## src/rtl/ps2_host_tx.sv

```systemverilog
`default_nettype none
// ============================================================================
// Module  : ps2_host_tx
// Brief   : PS/2 host-to-device byte transmitter driving open-drain line enables.
// Rev     : 1.0 - initial release
// ============================================================================
module ps2_host_tx #(
  parameter int INHIBIT_CYCLES = 6500,
  parameter int TIMEOUT_CYCLES = 975000
) (
  input  logic       clk,
  input  logic       rst,
  input  logic [7:0] tx_data,
  input  logic       tx_valid,
  output logic       tx_ready,
  output logic       tx_done,
  output logic       tx_error,
  output logic       busy,
  input  logic       ps2_clk_in,
  input  logic       ps2_data_in,
  output logic       ps2_clk_oe,
  output logic       ps2_data_oe
);

  localparam int CNT_MAX = (INHIBIT_CYCLES > TIMEOUT_CYCLES) ? INHIBIT_CYCLES : TIMEOUT_CYCLES;
  localparam int CNT_W   = $clog2(CNT_MAX + 1);

  localparam logic [CNT_W-1:0] C_INH_LAST = CNT_W'(INHIBIT_CYCLES - 1);
  localparam logic [CNT_W-1:0] C_TMO_LAST = CNT_W'(TIMEOUT_CYCLES - 1);
  localparam logic [CNT_W-1:0] C_CNT_ONE  = CNT_W'(1);

  localparam logic [2:0] C_IDLE      = 3'd0;
  localparam logic [2:0] C_INHIBIT   = 3'd1;
  localparam logic [2:0] C_START     = 3'd2;
  localparam logic [2:0] C_SEND      = 3'd3;
  localparam logic [2:0] C_ACK       = 3'd4;
  localparam logic [2:0] C_WAIT_IDLE = 3'd5;

  logic [2:0]       state_q, state_d;
  logic [CNT_W-1:0] cnt_q, cnt_d;
  logic [3:0]       edge_cnt_q, edge_cnt_d;
  logic [7:0]       shift_q, shift_d;
  logic             parity_q, parity_d;
  logic             clk_oe_q, clk_oe_d;
  logic             data_oe_q, data_oe_d;
  logic             done_q, done_d;
  logic             error_q, error_d;
  logic             clk_s1_q, clk_s2_q, clk_prev_q;
  logic             data_s1_q, data_s2_q;

  logic accept, fall, in_timed, timeout_hit, inhibit_end, edge_ev, idle_seen;

  assign tx_ready    = (state_q == C_IDLE) && !rst;
  assign busy        = (state_q != C_IDLE);
  assign tx_done     = done_q;
  assign tx_error    = error_q;
  assign ps2_clk_oe  = clk_oe_q;
  assign ps2_data_oe = data_oe_q;

  assign accept      = tx_valid && tx_ready;
  assign fall        = clk_prev_q && !clk_s2_q;
  assign in_timed    = (state_q == C_START) || (state_q == C_SEND) ||
                       (state_q == C_ACK)   || (state_q == C_WAIT_IDLE);
  assign timeout_hit = in_timed && (cnt_q == C_TMO_LAST);
  assign inhibit_end = (state_q == C_INHIBIT) && (cnt_q == C_INH_LAST);
  // Edges are only meaningful while the device is clocking our frame in.
  assign edge_ev     = fall && ((state_q == C_SEND) || (state_q == C_ACK)) && !timeout_hit;
  assign idle_seen   = clk_s2_q && data_s2_q;

  always_ff @(posedge clk) begin
    if (rst) begin
      state_q    <= C_IDLE;
      cnt_q      <= '0;
      edge_cnt_q <= 4'd0;
      shift_q    <= 8'd0;
      parity_q   <= 1'b0;
      clk_oe_q   <= 1'b0;
      data_oe_q  <= 1'b0;
      done_q     <= 1'b0;
      error_q    <= 1'b0;
      clk_s1_q   <= 1'b1;
      clk_s2_q   <= 1'b1;
      clk_prev_q <= 1'b1;
      data_s1_q  <= 1'b1;
      data_s2_q  <= 1'b1;
    end else begin
      state_q    <= state_d;
      cnt_q      <= cnt_d;
      edge_cnt_q <= edge_cnt_d;
      shift_q    <= shift_d;
      parity_q   <= parity_d;
      clk_oe_q   <= clk_oe_d;
      data_oe_q  <= data_oe_d;
      done_q     <= done_d;
      error_q    <= error_d;
      clk_s1_q   <= ps2_clk_in;
      clk_s2_q   <= clk_s1_q;
      clk_prev_q <= clk_s2_q;
      data_s1_q  <= ps2_data_in;
      data_s2_q  <= data_s1_q;
    end
  end

  always_comb begin
    state_d = state_q;
    if (timeout_hit) begin
      state_d = C_IDLE;
    end else begin
      case (state_q)
        C_IDLE:      if (accept) state_d = C_INHIBIT;
        C_INHIBIT:   if (inhibit_end) state_d = C_START;
        C_START:     state_d = C_SEND;
        C_SEND:      if (edge_ev && (edge_cnt_q == 4'd9)) state_d = C_ACK;
        C_ACK:       if (edge_ev) state_d = data_s2_q ? C_IDLE : C_WAIT_IDLE;
        C_WAIT_IDLE: if (idle_seen) state_d = C_IDLE;
        default:     state_d = C_IDLE;
      endcase
    end
  end

  always_comb begin
    cnt_d      = cnt_q;
    edge_cnt_d = edge_cnt_q;
    shift_d    = shift_q;
    parity_d   = parity_q;
    clk_oe_d   = clk_oe_q;
    data_oe_d  = data_oe_q;
    done_d     = 1'b0;
    error_d    = 1'b0;
    if (timeout_hit) begin
      cnt_d      = '0;
      edge_cnt_d = 4'd0;
      clk_oe_d   = 1'b0;
      data_oe_d  = 1'b0;
      error_d    = 1'b1;
    end else begin
      case (state_q)
        C_IDLE: begin
          cnt_d      = '0;
          edge_cnt_d = 4'd0;
          clk_oe_d   = 1'b0;
          data_oe_d  = 1'b0;
          if (accept) begin
            shift_d  = tx_data;
            parity_d = ~(^tx_data);
            clk_oe_d = 1'b1;
          end
        end
        C_INHIBIT: begin
          if (inhibit_end) begin
            cnt_d     = '0;
            data_oe_d = 1'b1;
          end else begin
            cnt_d = cnt_q + C_CNT_ONE;
          end
        end
        C_START: begin
          cnt_d    = cnt_q + C_CNT_ONE;
          clk_oe_d = 1'b0;
        end
        C_SEND: begin
          cnt_d = cnt_q + C_CNT_ONE;
          if (edge_ev) begin
            edge_cnt_d = edge_cnt_q + 4'd1;
            // A driven-low line sends 0, so the enable is the inverted bit.
            if (edge_cnt_q < 4'd8) begin
              data_oe_d = ~shift_q[0];
              shift_d   = {1'b0, shift_q[7:1]};
            end else if (edge_cnt_q == 4'd8) begin
              data_oe_d = ~parity_q;
            end else begin
              data_oe_d = 1'b0;
            end
          end
        end
        C_ACK: begin
          cnt_d = cnt_q + C_CNT_ONE;
          if (edge_ev && data_s2_q) error_d = 1'b1;
        end
        C_WAIT_IDLE: begin
          cnt_d = cnt_q + C_CNT_ONE;
          if (idle_seen) done_d = 1'b1;
        end
        default: begin
          clk_oe_d  = 1'b0;
          data_oe_d = 1'b0;
        end
      endcase
    end
  end

endmodule
`default_nettype wire

```

## config.mk

```make
export PLATFORM = sky130hd
export DESIGN_NAME = ps2_host_tx
export DESIGN_NICKNAME = d
export VERILOG_FILES = /design/src/rtl/ps2_host_tx.sv
export SDC_FILE = /design/constraint.sdc
export NUM_CORES = 1
export LEC_CHECK = 0
export CORE_MARGIN = 1
export CORE_UTILIZATION = 52
export CTS_BUF_LIST = sky130_fd_sc_hd__clkbuf_16
export CTS_CLUSTER_SIZE = 20
export DETAILED_ROUTE_END_ITERATION = 16
export MAX_ROUTING_LAYER = met4
export PLACE_DENSITY = 0.77
export SLEW_MARGIN = 10
export SYNTH_ARGS = -nofsm -noshare
export SYNTH_HDL_FRONTEND = slang
export SYNTH_SLANG_ARGS = --single-unit
```

## constraint.sdc

```tcl
create_clock -name clk -period 2 [get_ports clk]
set_clock_uncertainty 0.05 [all_clocks]
set_input_delay 0.4 -clock clk [delete_from_list [all_inputs] [get_ports clk]]
set_output_delay 0.4 -clock clk [all_outputs]
set_load 0.02 [all_outputs]
```

==> reports/results.txt <==
status: finished clean
DIE HEIGHT: 70.0 microns
vias in the first global route: 2,023
Reg2Reg Launch Point: cnt_q[9]$_SDFFE_PP0P_
Crit Path Max Fanout: 4
reg-to-reg endpoint: state_q[0]$_SDFFE_PP0P_
Post-Route Utilization: 68.0%
Post-Place Cells: 364
Initial Util: 54.5%
crit path to: tx_ready
Setup crit start kind: flip-flop
clock sink count: 45
initial antenna violation count: 0
Post-DP HPWL: 3900 microns
list of most frequent post-synthesis cells: dfxtp_1 (45), nand2_1 (33), nor2_1 (33)
sequential area share after synthesis: 37.4%
top-area cell type share of the netlist area: 37.4%
number of buffers created by CTS: 5
worst slew pin tran: 0.413 ns
setup slack, reg-to-reg: 0.13 ns
crit-path max cell delay: 0.41 ns
Final WS setup: 0.0827 ns
num rows: 24
pre-CTS setup slack: -0.0669 ns
Setup violations, final: 0
Post-Synthesis Cells: 277
Critical Path Start: state_q[2]$_SDFFE_PP0P_
slowest CP cell: or3_4
Layout Cells excl Fill: 371
Mapped Area: 0.00241 sq mm
synthesized area per cell: 8.69 sq um
Fillers: 351
Detail Route Antenna Nets: 0
grt ovf: 0
CP endpoint kind: output port
vias post-DR: 2,117
number of I/O pins: 19
share of cells above drive strength 1: 19.1%
r2r worst-path depth: 5
Post-synth EDFFs: 0
die area: 0.00491 sq mm
DRC viols: 0
fmax: 0.522 GHz
Mapped Nets: 294
I/O Buffers: 18
WP data arrival: 1.47 ns
Final Hold Fails: 0
fin nets: 336
TritonCTS clock tree: built
Horiz. Die Dim: 70.0 microns
DR WL/cell: 14.3 microns
drt total wl: 5310 microns
most common cell in the synthesized netlist: dfxtp_1
asr flop ratio synth: 0%
RSZ-0062 raised after global routing: false
core area: 0.00441 sq mm
area grow syn2layout: 24.6%
drt first pass iters: 4
Slew Limit Headroom: 72.1%
Syn. warnings: 0
post-synthesis register bit count: 45
register area: 905 sq um
crit path cell chain: or3_4, nor2_1, dlygate4sd2_1
dominant synthesized flop cell: dfxtp_1
Via-to-Cell Ratio: 5.71
Max Slew Vio Count: 0
# Max-Cap Violations: 0
Max clock buf depth: 2
WS Path Type: flip-flop to output port
Clock transition at path regs: 0.06 ns
HP Class: flip-flop to flip-flop
Clock Latency Late Sink: 0.28 ns
Power Density: 676 mW/mm^2
Distinct cells, synth: 58
Final min period: 1.92 ns
Synth area leaders: dfxtp_1 (37%), xor2_1 (5.5%), nand2_1 (5.1%), nor2_1 (5.1%), nand3_1 (4.2%)
P_leak: 0.00110 uW
fin crit share: 95.9%
worst vdd ir: 0.415 mV
Pwr Total: 2030 uW
largest net degree at the start of global routing: 16
1st-iter DRT viols: 183
routability congestion estimate: 0.863
GRT Total Usage: 24.2%
root buf cell: clkbuf_16
Worst Path Required: 1.55 ns
Yosys top cell by area: dfxtp_1
# diodes: 0
first-pass GRT wire length: 9210 microns
H-tree lvl count: 2
area of the multi-input gates: 0.00142 sq mm
==> critical path: cells and delay by family (launching register included) <==
kind | cells | cell delay, ns
DFF | 1 | 0.35
buffers and inverters | 1 | 0.33
and+or+nand+nor | 2 | 0.50
==> registers in the layout, indices dropped and copies added (netlist names) <==
name,count
tx_error,1
tx_done,1
clk_prev_q,1
ps2_data_oe,1
clk_s1_q,1
data_s2_q,1
edge_cnt_q,4
parity_q,1
shift_q,8
ps2_clk_oe,1
data_s1_q,1
clk_s2_q,1
state_q,3
cnt_q,20
==> report_power, final <==
part / switching (uW) / total [uW] / leakage, uW / internal, uW
registers: 13.2 / 932 / 0.000367 / 919
clock network: 327 / 906 / 0.0000797 / 580
logic: 88.4 / 189 / 0.000652 / 101
total: 428 / 2030 / 0.00110 / 1600
==> cell families (layout without fill, tap and decap cells) <==
family / Yosys count / in the layout / synth area share, %
buffers and inverters: 17 / 59 / 3.95
muxes: 1 / 1 / 0.416
DFF: 45 / 45 / 37.4
AOI/OAI and AO/OA: 45 / 45 / 15.5
xor gates and xnor gates: 25 / 25 / 9.10
and+or+nand+nor: 140 / 140 / 31.5
adders and majority gates: 4 / 4 / 2.08
==> cell usage in the layout, fill, tap and decap left out, drive strengths merged, types with 8 or more instances in the layout <==
cell type,n
nand2,33
xnor2,10
a21oi,11
clkdlybuf4s50,16
dfxtp,45
nor2,33
xor2,15
nand3,20
buf,30
nand4,8
==> per-layer routing <==
layer	part of all wire (%)	track usage (%)
met1	48	32.2
met2	45	36.4
met3	5.9	6.06
met4	1.1	7.11
met5	0	-
==> how the worst min path moves through the flow <==
stage                         start              endpoint  slack [ns]  cells past startpoint
2_1_floorplan   clk_s1_q$_SDFF_PP1_   clk_s2_q$_SDFF_PP1_        0.34                      1
3_3_place_gp    clk_s1_q$_SDFF_PP1_   clk_s2_q$_SDFF_PP1_        0.34                      1
3_5_place_dp   data_s1_q$_SDFF_PP1_  data_s2_q$_SDFF_PP1_        0.35                      1
4_1_cts        data_s1_q$_SDFF_PP1_  data_s2_q$_SDFF_PP1_        0.37                      1
5_1_grt        data_s1_q$_SDFF_PP1_  data_s2_q$_SDFF_PP1_        0.39                      1
6_report       data_s1_q$_SDFF_PP1_  data_s2_q$_SDFF_PP1_        0.36                      1
==> what timing repair did <==
| action | in CTS | in global routing |
|---|---|---|
| cloned | 0 | 0 |
| setup buffers | 0 | 0 |
| hold buffers | 0 | 0 |
| resized for setup | 2 | 7 |
| pin swaps | 0 | 2 |
| setup endpoints to repair | 2 | 10 |
==> cell type report <==
class / instances / share of cell area (%)
clock buffer: 5 / 4.17
clock inverter: 2 / 1.17
inverter: 4 / 0.500
multi-input combinational: 215 / 47.5
sequential: 45 / 30.2
tap: 52 / 2.17
timing repair buffer: 48 / 14.4
==> per-stage QoR <==
step	setup TNS (ns)	cell area (sq um)	hold slack, ns
6_report	0	3000	0.364
5_1_grt	0	3000	0.394
4_1_cts	0	2980	0.366
3_5_place_dp	-0.159	2820	0.347
3_3_place_gp	-0.0820	2820	0.345
2_1_floorplan	0	2410	0.339
No activity file was read; power rests on OpenSTA's default activity.
